--- config.mk ---
export PLATFORM = sky130hd
export DESIGN_NAME = hazard_detection_unit_flat
export DESIGN_NICKNAME = d
export VERILOG_FILES = /design/src/rtl/hazard_detection_unit_if.sv /design/src/rtl/hazard_detection_unit.sv /design/src/flat_wrapper.sv
export SDC_FILE = /design/constraint.sdc
export NUM_CORES = 1
export LEC_CHECK = 0
export ABC_AREA = 0
export CORE_MARGIN = 5
export CORE_UTILIZATION = 28
export DETAILED_ROUTE_END_ITERATION = 10
export GPL_ROUTABILITY_DRIVEN = 0
export PLACE_DENSITY = 0.92
export RECOVER_POWER = 50
export REMOVE_ABC_BUFFERS = 1
export SLEW_MARGIN = 20
export SYNTH_ARGS = -nofsm -noshare
export SYNTH_HDL_FRONTEND = slang
export SYNTH_SLANG_ARGS = --single-unit
--- constraint.sdc ---
create_clock -name Clk -period 2.1 [get_ports Clk]
set_clock_uncertainty 0.05 [all_clocks]
set_input_delay 0.42 -clock Clk [delete_from_list [all_inputs] [get_ports Clk]]
set_output_delay 0.42 -clock Clk [all_outputs]
set_load 0.02 [all_outputs]
--- src/rtl/hazard_detection_unit_if.sv ---
// Hazard detection bundle: ID/EX/MEM register fields and load/write flags in,
// stall controls (Check, PCWrite, IFIDWrite) and the stall-cycle count out.
interface hazard_detection_unit_if;
    logic [4:0]  IFID_Rs;
    logic [4:0]  IFID_Rt;
    logic        IFID_UsesRt;
    logic        IFID_BranchOrJr;
    logic [4:0]  IDEX_WriteReg;
    logic        IDEX_MemRead;
    logic        IDEX_RegWrite;
    logic [4:0]  EXMEM_WriteReg;
    logic        EXMEM_MemRead;
    logic        Flush;
    logic        Check;
    logic        PCWrite;
    logic        IFIDWrite;
    logic [31:0] StallCycles;

    modport master (
        output IFID_Rs, IFID_Rt, IFID_UsesRt, IFID_BranchOrJr,
        output IDEX_WriteReg, IDEX_MemRead, IDEX_RegWrite,
        output EXMEM_WriteReg, EXMEM_MemRead, Flush,
        input  Check, PCWrite, IFIDWrite, StallCycles
    );

    modport slave (
        input  IFID_Rs, IFID_Rt, IFID_UsesRt, IFID_BranchOrJr,
        input  IDEX_WriteReg, IDEX_MemRead, IDEX_RegWrite,
        input  EXMEM_WriteReg, EXMEM_MemRead, Flush,
        output Check, PCWrite, IFIDWrite, StallCycles
    );
endinterface

--- src/rtl/hazard_detection_unit.sv ---
// Hazard detection unit: load-use and branch-operand stalls, two-state FSM
// holding the second cycle of a branch-after-load stall.
// Ports: Clk, Rst (sync, active high), hdu (hazard_detection_unit_if.slave).
// Macro HDU_STALL_COUNTER_EN enables the saturating StallCycles counter;
// without it StallCycles is tied to zero.
module hazard_detection_unit (
    input  logic Clk,
    input  logic Rst,
    hazard_detection_unit_if.slave hdu
);
    typedef enum logic {IDLE, HOLD} state_t;

    state_t state;
    logic   exMatch;
    logic   memMatch;
    logic   hLu;
    logic   hBa;
    logic   hBl;
    logic   hBm;
    logic   stall;

    function automatic logic regMatch(
        input logic [4:0] r,
        input logic [4:0] rs,
        input logic [4:0] rt,
        input logic       usesRt
    );
        return (r != 5'd0) &&
               ((r == rs) || (usesRt && (r == rt)));
    endfunction

    always_comb begin
        exMatch  = regMatch(hdu.IDEX_WriteReg, hdu.IFID_Rs,
                            hdu.IFID_Rt, hdu.IFID_UsesRt);
        memMatch = regMatch(hdu.EXMEM_WriteReg, hdu.IFID_Rs,
                            hdu.IFID_Rt, hdu.IFID_UsesRt);
        hLu = hdu.IDEX_MemRead && exMatch;
        hBa = hdu.IFID_BranchOrJr && hdu.IDEX_RegWrite &&
              !hdu.IDEX_MemRead && exMatch;
        hBl = hdu.IFID_BranchOrJr && hdu.IDEX_MemRead && exMatch;
        hBm = hdu.IFID_BranchOrJr && hdu.EXMEM_MemRead && memMatch;
    end

    // Reset and Flush both dominate; HOLD stalls without looking at inputs.
    always_comb begin
        stall = 1'b0;
        if (Rst || hdu.Flush)
            stall = 1'b0;
        else if (state == HOLD)
            stall = 1'b1;
        else
            stall = hLu || hBa || hBl || hBm;
    end

    assign hdu.Check     = stall;
    assign hdu.PCWrite   = !stall;
    assign hdu.IFIDWrite = !stall;

    always_ff @(posedge Clk) begin
        if (Rst) begin
            state <= IDLE;
        end else if (hdu.Flush) begin
            state <= IDLE;
        end else begin
            unique case (state)
                IDLE:    state <= hBl ? HOLD : IDLE;
                HOLD:    state <= IDLE;
                default: state <= IDLE;
            endcase
        end
    end

`ifdef HDU_STALL_COUNTER_EN
    logic [31:0] stallCount;

    always_ff @(posedge Clk) begin
        if (Rst)
            stallCount <= '0;
        else if (stall && (stallCount != 32'hFFFF_FFFF))
            stallCount <= stallCount + 32'd1;
    end

    assign hdu.StallCycles = stallCount;
`else
    assign hdu.StallCycles = '0;
`endif
endmodule

--- src/flat_wrapper.sv ---
// flat-port wrapper written by rule: the top's interface ports become plain ports
module hazard_detection_unit_flat 
  (Clk, Rst, hdu_IFID_Rs, hdu_IFID_Rt, hdu_IFID_UsesRt, hdu_IFID_BranchOrJr, hdu_IDEX_WriteReg, hdu_IDEX_MemRead, hdu_IDEX_RegWrite, hdu_EXMEM_WriteReg, hdu_EXMEM_MemRead, hdu_Flush, hdu_Check, hdu_PCWrite, hdu_IFIDWrite, hdu_StallCycles);
  hazard_detection_unit_if hdu_i ();
  input  logic Clk;
  input  logic Rst;
  input wire logic [$bits(hdu_i.IFID_Rs)-1:0] hdu_IFID_Rs;
  input wire logic [$bits(hdu_i.IFID_Rt)-1:0] hdu_IFID_Rt;
  input wire logic [$bits(hdu_i.IFID_UsesRt)-1:0] hdu_IFID_UsesRt;
  input wire logic [$bits(hdu_i.IFID_BranchOrJr)-1:0] hdu_IFID_BranchOrJr;
  input wire logic [$bits(hdu_i.IDEX_WriteReg)-1:0] hdu_IDEX_WriteReg;
  input wire logic [$bits(hdu_i.IDEX_MemRead)-1:0] hdu_IDEX_MemRead;
  input wire logic [$bits(hdu_i.IDEX_RegWrite)-1:0] hdu_IDEX_RegWrite;
  input wire logic [$bits(hdu_i.EXMEM_WriteReg)-1:0] hdu_EXMEM_WriteReg;
  input wire logic [$bits(hdu_i.EXMEM_MemRead)-1:0] hdu_EXMEM_MemRead;
  input wire logic [$bits(hdu_i.Flush)-1:0] hdu_Flush;
  output wire logic [$bits(hdu_i.Check)-1:0] hdu_Check;
  output wire logic [$bits(hdu_i.PCWrite)-1:0] hdu_PCWrite;
  output wire logic [$bits(hdu_i.IFIDWrite)-1:0] hdu_IFIDWrite;
  output wire logic [$bits(hdu_i.StallCycles)-1:0] hdu_StallCycles;
  assign hdu_i.IFID_Rs = hdu_IFID_Rs;
  assign hdu_i.IFID_Rt = hdu_IFID_Rt;
  assign hdu_i.IFID_UsesRt = hdu_IFID_UsesRt;
  assign hdu_i.IFID_BranchOrJr = hdu_IFID_BranchOrJr;
  assign hdu_i.IDEX_WriteReg = hdu_IDEX_WriteReg;
  assign hdu_i.IDEX_MemRead = hdu_IDEX_MemRead;
  assign hdu_i.IDEX_RegWrite = hdu_IDEX_RegWrite;
  assign hdu_i.EXMEM_WriteReg = hdu_EXMEM_WriteReg;
  assign hdu_i.EXMEM_MemRead = hdu_EXMEM_MemRead;
  assign hdu_i.Flush = hdu_Flush;
  assign hdu_Check = hdu_i.Check;
  assign hdu_PCWrite = hdu_i.PCWrite;
  assign hdu_IFIDWrite = hdu_i.IFIDWrite;
  assign hdu_StallCycles = hdu_i.StallCycles;
  hazard_detection_unit u_core (.Clk(Clk), .Rst(Rst), .hdu(hdu_i));
endmodule
==> out/results.txt <==
Status: complete, but fails checks
Failing checks: setup timing
Io pins: 63
Worst EP arrival: 1730 ps
CP endpoint kind: output port
Critical Path RT: 1630 ps
FF+latch count, synth: 1
Synthesis Warnings: 0
Mean Syn Cell Area: 7.557 um2
Final setup violation count: 3
Worst-path clk slew: 0 ps
Vias in the first global route: 619
Largest register by flop count: u_core.state
Post-synth EDFFs: 0
Max-Cap Viols: 0
DRC viols: 0
Most used flip-flop cell after synthesis: dfxtp_1
Mapped Area: 574.3 um2
Drt initial violations: 9
Largest regs: u_core.state: 1 flops
Combinational Power Share: 91.0%
Final hold slack: 528.7 ps
Worst path slowest cell: or4_4
Die ar.: 3057 um2
Peak supply drop: 0.1109 mV
Crit Path Max Fanout: 3
Final Hold Vio Count: 0
Hpwl dp: 1473 um
ANT cells: 0
Initial antenna violation count: 0
Pleak: 0.4557 nW
Pin count of the biggest net entering global routing: 5
Top-count cell post-synth: buf_4
Pre-CTS setup slack: -1014 ps
Vias: 586
WL final: 1774 um
Critical path startpoint category: input pin
Max reg flops: 1
Sequential Area: 20.02 um2
Input/output buffers: 30
Yosys cell types: 16
Die span in y: 55.29 um
Core ar.: 1962 um2
Final Cell Area: 979.7 um2
PwrDens: 221.9 nW/um2
Die Width: 55.29 um
Switching Power: 0.1154 mW
RSZ-0062 raised after global routing: yes
Non-filler instance count after layout: 147
Starting Density: 29.27%
Post-synth top area share: 43.14%
Share of layout cells above drive strength 1: 41.67%
Multi-input gate area: 541.8 um2
Pre-Repair DR Iteration Count: 4
Crit path largest cell delay: 550 ps
Via density per instance: 3.986
Sequential share of the synthesized area: 3.486%
Clock power frac: 0%
Asr flop ratio synth: 0%
Overflow left after global routing: 0
Period utilization: 105.0%
TNS Setup: -303.6 ps
Final Max Tran Viols: 0
Syn-to-layout area delta: 70.59%
Placed Instances: 144
Power Internal: 0.1020 mW
# rows: 16
Cells after Synth: 76
Worst Hold Class: flop to flop
Placed cell area: 874.6 um2
Clk_lat worst skew: 0 ps
Yosys top cell by area: buf_4
Top post-synthesis cells by area: buf_4 43%, xor2_1 24%, xnor2_1 6.1%
FF-to-FF path depth: 2
Post-route ant nets: 0
Worst reg2reg setup slack: 1330 ps
WL per Instance: 12.07 um
Hold path cells: 2
Hold-fix buffers, CTS: 0
Commonest cells in the netlist: 33 x buf_4, 16 x xor2_1, 4 x nor2_1, 4 x nor3_1, 4 x xnor2_1
Sequential Power Share: 9.0%
CP Class: input pin to output port
First-pass GRT wire length: 2732 um
Switching portion of total power: 53.08%
Layout Nets: 150
Cell chain of the critical path: buf_8, or4_4, nor2_4, nor2_2, a221oi_2, buf_4
Fill cells: 193
Max Clk Rate: 453.6 MHz
Fin crit period: 2205 ps
Setup ws final: -104.6 ps
Total GRT Usage: 10.51%
-- stage by stage --
step	util (%)	power [mW]
finish	49.94	0.2174
global placement	44.58	0.1937
detailed placement	44.58	0.1975
global route	49.94	0.2308
CTS	47.51	0.2019
floorplan	-	0.1060
-- power by group through the flow --
stage | Combinational [mW] | Clock, mW | Sequential [mW]
finish | 0.198 | 0 | 0.0195
global route | 0.211 | 0 | 0.0196
global placement | 0.174 | 0 | 0.0195
floorplan | 0.0864 | 0 | 0.0195
detailed placement | 0.178 | 0 | 0.0195
CTS | 0.182 | 0 | 0.0195
-- logic make-up (layout without fill, tap and decap cells) --
| kind of cell | Yosys count | after routing | synth area share (%) |
|---|---|---|---|
| compound gates | 6 | 6 | 8.062 |
| flops | 1 | 1 | 3.486 |
| other cells | 1 | 32 | 0.6530 |
| buf+inv | 33 | 46 | 43.14 |
| xor+xnor | 20 | 20 | 30.50 |
| simple gates | 15 | 15 | 14.16 |
-- cell usage in the layout, fill, tap and decap left out, types with 2 or more instances in the layout --
cell type	instances
nor2_4	2
nand3_1	2
clkdlybuf4s15_2	2
xor2_2	4
or4_4	2
conb_1	32
clkbuf_2	3
clkdlybuf4s50_1	7
xor2_1	12
buf_4	18
nor3_2	3
buf_2	4
dlygate4sd2_1	7
buf_6	4
xnor2_1	3
-- final cells by class --
cell class / count / area share (%)
tap: 27 / 3.448
sequential: 1 / 2.043
multi-input combinational: 73 / 55.30
timing repair buffer: 46 / 39.21
-- layer usage --
layer	GRT usage (%)	routed length (um)	share of wire [%]
met1	10.29	614	35
met2	23.48	1021	58
met3	0.6993	138	7.8
met4	1.042	0	0
met5	0	0	0
-- critical path, delay by kind of cell --
family,cells,cell delay [ps]
AO/OA/AOI/OAI,1,270
buffers and inverters,2,300
AND/OR/NAND/NOR,3,740
-- repair_timing --
item / CTS / global route
cloned: 0 / 0
setup endpoints to repair: 3 / 3
gates resized for setup: 86 / 14
pin swaps: 20 / 13
setup buffers: 3 / 0
-- worst paths after layout --
check | start | end
hold reg to reg | u_core.state | u_core.state
hold / removal | u_core.state | u_core.state
setup / recovery | hdu_IDEX_WriteReg[1] | hdu_IFIDWrite
setup reg to reg | u_core.state | u_core.state
Note: power is estimated with default switching activity, not from simulation.
